$ cat config.mk
export PLATFORM = sky130hd
export DESIGN_NAME = seq_booth_multiplier
export DESIGN_NICKNAME = d
export VERILOG_FILES = /design/src/rtl/mult_pkg.sv /design/src/rtl/booth_recoder.sv /design/src/rtl/seq_booth_multiplier.sv
export SDC_FILE = /design/constraint.sdc
export NUM_CORES = 1
export LEC_CHECK = 0
export ABC_AREA = 1
export CAP_MARGIN = 0
export CORE_MARGIN = 3
export CORE_UTILIZATION = 53
export CTS_BUF_LIST = sky130_fd_sc_hd__clkbuf_4 sky130_fd_sc_hd__clkbuf_8
export CTS_CLUSTER_DIAMETER = 120
export DETAILED_ROUTE_END_ITERATION = 16
export GPL_TIMING_DRIVEN = 0
export PLACE_DENSITY = 0.75
export SLEW_MARGIN = 25
export SYNTH_ARGS = -nofsm -noshare
export SYNTH_HDL_FRONTEND = slang
export SYNTH_SLANG_ARGS = --single-unit
$ cat constraint.sdc
create_clock -name clk -period 12.75 [get_ports clk]
set_clock_uncertainty 0.2 [all_clocks]
set_input_delay 1.9125 -clock clk [delete_from_list [all_inputs] [get_ports clk]]
set_output_delay 1.9125 -clock clk [all_outputs]
set_load 0.005 [all_outputs]
$ cat src/rtl/mult_pkg.sv
// Shared definitions for the sequential radix-4 Booth multiplier and the
// Booth recoder.
//   state_e       : controller states (IDLE, RUN, DONE)
//   booth_digit_t : recoded Booth digit as {neg, one, two} flags
//   calc_iter     : number of radix-4 digits for a given operand width
package mult_pkg;

    typedef enum logic [1:0] {
        IDLE = 2'd0,
        RUN  = 2'd1,
        DONE = 2'd2
    } state_e;

    // Digit value = (neg ? -1 : +1) * (two ? 2 : one ? 1 : 0)
    typedef struct packed {
        logic neg;
        logic one;
        logic two;
    } booth_digit_t;

    // Operands are widened by two bits so the top digit always sees a proper
    // sign (or zero) extension; that gives WIDTH/2 + 1 digits.
    function automatic int calc_iter(input int width);
        return width / 2 + 1;
    endfunction

endpackage

$ cat src/rtl/booth_recoder.sv
// Radix-4 Booth recoder (purely combinational).
//   win_i   : 3-bit multiplier window {b[2i+1], b[2i], b[2i-1]}
//   digit_o : recoded digit {neg, one, two}, value in {-2,-1,0,+1,+2}
module booth_recoder
    import mult_pkg::*;
(
    input  logic [2:0]   win_i,
    output booth_digit_t digit_o
);

    always_comb begin
        // 3'b111 is -0: neg is suppressed so a zero digit is always positive
        digit_o.neg = win_i[2] & ~(win_i[1] & win_i[0]);
        digit_o.one = win_i[1] ^ win_i[0];
        digit_o.two = (win_i == 3'b011) | (win_i == 3'b100);
    end

endmodule

$ cat src/rtl/seq_booth_multiplier.sv
// Iterative radix-4 Booth multiplier, signed or unsigned per transaction.
// One multiply in flight; one Booth digit retired per clock in RUN.
// Optional macro SEQ_MULT_ZERO_SKIP_EN: a zero operand at accept goes straight
// to DONE with a zero product (latency 1 instead of ITER+1).
// Ports:
//   clk, rst              : clock, asynchronous active-high reset
//   in_valid / in_ready   : operand handshake (a, b, is_signed sampled together)
//   a, b                  : WIDTH-bit multiplicand / multiplier
//   is_signed             : 1 = two's-complement operands, 0 = unsigned
//   out_valid / out_ready : result handshake, result held under backpressure
//   result                : 2*WIDTH-bit exact product
//   busy                  : high while in RUN or DONE
module seq_booth_multiplier
    import mult_pkg::*;
#(
    parameter int WIDTH = 32
) (
    input  logic                 clk,
    input  logic                 rst,
    input  logic                 in_valid,
    output logic                 in_ready,
    input  logic [WIDTH-1:0]     a,
    input  logic [WIDTH-1:0]     b,
    input  logic                 is_signed,
    output logic                 out_valid,
    input  logic                 out_ready,
    output logic [2*WIDTH-1:0]   result,
    output logic                 busy
);

    localparam int EXT   = WIDTH + 2;
    localparam int ITER  = calc_iter(WIDTH);
    localparam int CNT_W = $clog2(ITER);
    localparam int PW    = 2 * WIDTH;

    state_e                  state_q, state_d;
    // Only the low 2*WIDTH bits of the product are ever observed, and in
    // two's-complement addition higher bits never feed lower ones, so the
    // shifted multiplicand and accumulator are kept at product width.
    logic signed [PW-1:0]    mcand_q, mcand_d;
    logic signed [PW-1:0]    acc_q, acc_d;
    logic [EXT-1:0]          mplier_q, mplier_d;
    logic                    prev_q, prev_d;
    logic [CNT_W-1:0]        cnt_q, cnt_d;

    booth_digit_t            digit;
    logic signed [PW-1:0]    pp_mag;
    logic signed [PW-1:0]    pp;

    booth_recoder u_recoder (
        .win_i   ({mplier_q[1:0], prev_q}),
        .digit_o (digit)
    );

`ifdef SEQ_MULT_ZERO_SKIP_EN
    logic zero_op;
    assign zero_op = (a == '0) || (b == '0);
`endif

    always_comb begin
        pp_mag = digit.two ? (mcand_q <<< 1) : (digit.one ? mcand_q : '0);
        pp     = digit.neg ? -pp_mag : pp_mag;
    end

    always_comb begin
        state_d  = state_q;
        mcand_d  = mcand_q;
        acc_d    = acc_q;
        mplier_d = mplier_q;
        prev_d   = prev_q;
        cnt_d    = cnt_q;

        in_ready  = (state_q == IDLE);
        out_valid = (state_q == DONE);
        busy      = (state_q != IDLE);
        result    = acc_q;

        case (state_q)
            IDLE: begin
                if (in_valid) begin
                    mcand_d  = is_signed ? {{WIDTH{a[WIDTH-1]}}, a} : {{WIDTH{1'b0}}, a};
                    mplier_d = is_signed ? {{2{b[WIDTH-1]}}, b} : {2'b00, b};
                    prev_d   = 1'b0;
                    acc_d    = '0;
                    cnt_d    = CNT_W'(ITER - 1);
`ifdef SEQ_MULT_ZERO_SKIP_EN
                    state_d  = zero_op ? DONE : RUN;
`else
                    state_d  = RUN;
`endif
                end
            end
            RUN: begin
                // Shift-register form: the multiplicand moves up by one digit
                // weight while the multiplier window moves down by two bits.
                acc_d    = acc_q + pp;
                mcand_d  = mcand_q <<< 2;
                mplier_d = mplier_q >> 2;
                prev_d   = mplier_q[1];
                if (cnt_q == '0) begin
                    state_d = DONE;
                end else begin
                    cnt_d = cnt_q - CNT_W'(1);
                end
            end
            DONE: begin
                if (out_ready) begin
                    state_d = IDLE;
                end
            end
            default: state_d = IDLE;
        endcase
    end

    always_ff @(posedge clk or posedge rst) begin
        if (rst) begin
            state_q  <= IDLE;
            mcand_q  <= '0;
            acc_q    <= '0;
            mplier_q <= '0;
            prev_q   <= 1'b0;
            cnt_q    <= '0;
        end else begin
            state_q  <= state_d;
            mcand_q  <= mcand_d;
            acc_q    <= acc_d;
            mplier_q <= mplier_d;
            prev_q   <= prev_d;
            cnt_q    <= cnt_d;
        end
    end

endmodule

==> impl_metrics.ini <==
[outcome]
status = finished clean

[routing]
wirelength_um = 54100
ant_nets = 0
drt_iter0_markers = 1544
firstDrtPassIters = 6
via_per_inst = 5.71
vias = 16700
drc = 0
wl_per_cell_um = 18.5

[setup_path]
crit_fanout = 10
crit_arrival_ps = 5660
cp_slowest_cell = a21boi_0
cp_common_cell = nand2_1
crit_path_max_incr_delay_ps = 420
cp-start-kind = flop
worst_ep_required_time_ps = 12920
reg2reg_from = prev_q$_DFFE_PP0P_
crit_end = result[50]$_DFFE_PP0P_
r2r_end = result[50]$_DFFE_PP0P_
worstRegToRegCells = 26
path_class = reg2reg
setup.worst_path.end_class = flop
critPathLaunch = prev_q$_DFFE_PP0P_
r2r_slack_ps = 7260

[die]
core_area_um2 = 27400
start_util = 0.547
die_h_um = 174
num_io_pins = 136
dieArea_um2 = 30300
row_count = 60
die_w_um = 174

[timing]
fin_crit_sh = 0.431
setup_violations = 0
slew_headroom = 0.366
period_minus_slack_ps = 5490
clock.fmax_mhz = 182
slew_violations = 0
hold_viol = 0
tightest_slew_ps = 940
tns_ps = 0
hold_ws_ps = 314
rsz0062_at_grt = no

[clock_network]
cts_hold_buf = 0
cts_root_buf = clkbuf_8
clock_sinks = 169
numCtsBuffers = 17
post_cts_resized = 0
clk_pin_slew_ps = 120
clk_latency_ps = 500
cts_max_level = 4
cts_buffer_depth = 2
post_cts_buffers = 0
cts_tree = built

[worst_hold_path]
worstHoldPathType = reg2reg

[global_routing]
grt_usage = 0.351
grt_overflow = 0
grt_pass1_wl_um = 84600
grt_max_degree = 92
antenna_found_initial = 0
grt_pass1_vias = 16000

[cells_and_area]
multi_input_comb_area_um2 = 9320
antenna_cells = 0
syn2layout_area_growth_pct = 15.1
nets = 2695
layout-drive-gt1-share = 0.0368
fillCellCount = 2630
seq_area_um2 = 4230

[synthesis]
synth_fp_nets = 2539
synth.area.top_cells = dfrtp_1 (28%), nand2_1 (19%), inv_1 (7.0%)
synth_edf_count = 0
yosys_warnings = 0
ys_ff_latch = 169
synthArstFlopShare = 1.00
syn-cell-area_um2 = 15000
syn_avg_cell_area_um2 = 6.28
yosysSeqAreaShare = 0.282
yosysTopAreaCell = dfrtp_1
synth_cell_types = 46
syn_inst = 2385
synth_top_area_frac = 0.282
ys.flop_type = dfrtp_1

[place]
place_congestion = 1.03
port_buffers = 135
dp_hpwl_um = 43800

[job]
drv_cap = 0
==> how the worst min path moves through the flow <==
stage / start / endpoint / slack (ps) / depth (start not counted)
floorplan: mplier_q[32]$_DFFE_PP0P_ / mplier_q[32]$_DFFE_PP0P_ / 250 / 2
global placement: mplier_q[32]$_DFFE_PP0P_ / mplier_q[32]$_DFFE_PP0P_ / 270 / 2
detailed placement: mplier_q[32]$_DFFE_PP0P_ / mplier_q[32]$_DFFE_PP0P_ / 290 / 2
CTS: mplier_q[32]$_DFFE_PP0P_ / mplier_q[32]$_DFFE_PP0P_ / 310 / 2
global route: mplier_q[32]$_DFFE_PP0P_ / mplier_q[32]$_DFFE_PP0P_ / 350 / 2
finish: mplier_q[32]$_DFFE_PP0P_ / mplier_q[32]$_DFFE_PP0P_ / 310 / 2
==> placed cells by master, fill, tap and decap left out, drive strengths merged <==
cell type / count
o211a: 1
clkdlybuf4s50: 135
nor4: 5
a21o: 7
xor2: 44
nor3: 29
or2: 7
o21a: 2
clkinv: 4
inv: 292
o211ai: 4
ha: 84
clkinvlp: 2
a22o: 1
fa: 1
a31oi: 7
a21boi: 6
nand4: 21
o22ai: 3
dfrtp: 169
o21ai: 180
nand3b: 5
and3: 5
a32o: 7
buf: 28
o21bai: 17
clkbuf: 73
nand2: 774
o31ai: 3
xnor2: 16
a21oi: 179
and2: 1
nand3: 119
a22oi: 63
nor2: 259
==> routing by layer <==
| metal | GRT usage | vias up | part of all wire |
|---|---|---|---|
| li1 | - | 8034 | - |
| met1 | 0.467 | 7746 | 0.43 |
| met2 | 0.575 | 784 | 0.46 |
| met3 | 0.0494 | 124 | 0.079 |
| met4 | 0.143 | 0 | 0.040 |
| met5 | 0 | - | 0 |
==> synth_stat cells (2+ instances only) <==
| library cell | number |
|---|---|
| nand4_1 | 21 |
| a32o_1 | 7 |
| o22ai_1 | 3 |
| nor3_1 | 26 |
| buf_4 | 5 |
| buf_1 | 5 |
| nand2_2 | 11 |
| a22oi_1 | 63 |
| dfrtp_1 | 169 |
| nor2_2 | 8 |
| inv_1 | 281 |
| xnor2_1 | 16 |
| o211ai_1 | 4 |
| o21ai_0 | 169 |
| nand2_4 | 2 |
| ha_1 | 84 |
| o21bai_1 | 17 |
| buf_2 | 12 |
| a31oi_1 | 7 |
| o21ai_2 | 3 |
| nand3b_1 | 5 |
| nand2_1 | 761 |
| nand3_1 | 118 |
| a21o_1 | 7 |
| o21a_1 | 2 |
| buf_6 | 4 |
| o21ai_1 | 8 |
| and3_1 | 5 |
| or2_2 | 6 |
| inv_2 | 3 |
| nor4_1 | 5 |
| xor2_1 | 44 |
| nor3_2 | 3 |
| o31ai_1 | 2 |
| clkbuf_1 | 56 |
| a21oi_1 | 179 |
| a21boi_0 | 6 |
| nor2_1 | 250 |
==> state kept, by name, indices dropped and copies added, names as in the netlist <==
signal    count
prev_q        1
mcand_q      64
result       64
cnt_q         5
state_q       2
mplier_q     33
==> metrics by stage <==
stage           util  instances  setup WS [ps]  area (µm²)
3_3_place_gp   0.613       2892           3550       16800
3_5_place_dp   0.615       2894           7380       16900
2_1_floorplan      -       2385           6060       15000
5_1_grt        0.630       2925           6880       17300
6_report       0.630       2925           7260       17300
4_1_cts        0.630       2925           7360       17300
==> worst max-delay path, delay by kind of cell (launching register included) <==
| family | cells | cell delay [ps] |
|---|---|---|
| buffers and inverters | 5 | 660 |
| adders and majority gates | 3 | 810 |
| and+or+nand+nor | 11 | 1650 |
| AOI/OAI and AO/OA | 6 | 1230 |
| DFF | 1 | 410 |
| xor gates and xnor gates | 1 | 400 |
==> area by class of cell <==
class | instances | area share
plain buffers | 82 | 0.0215
clock buffers | 17 | 0.0136
clock inverters | 14 | 0.00899
inverters | 284 | 0.0622
multi-input cells | 1850 | 0.540
flip-flops and latches | 169 | 0.245
well taps | 372 | 0.0270
repair buffers | 137 | 0.0815
==> cell families (layout without fill, tap and decap cells) <==
family                     Yosys count  in the layout  synth area share
xor gates and xnor gates            60             60            0.0351
adders and majority gates           85             85            0.0715
and+or+nand+nor                   1225           1225             0.333
DFF                                169            169             0.282
buffers and inverters              366            534            0.0959
AOI/OAI and AO/OA                  480            480             0.182
Power is left out: the tool's default activity adds up to more than one toggle a clock period on the data nets, which glitch-free logic cannot reach.
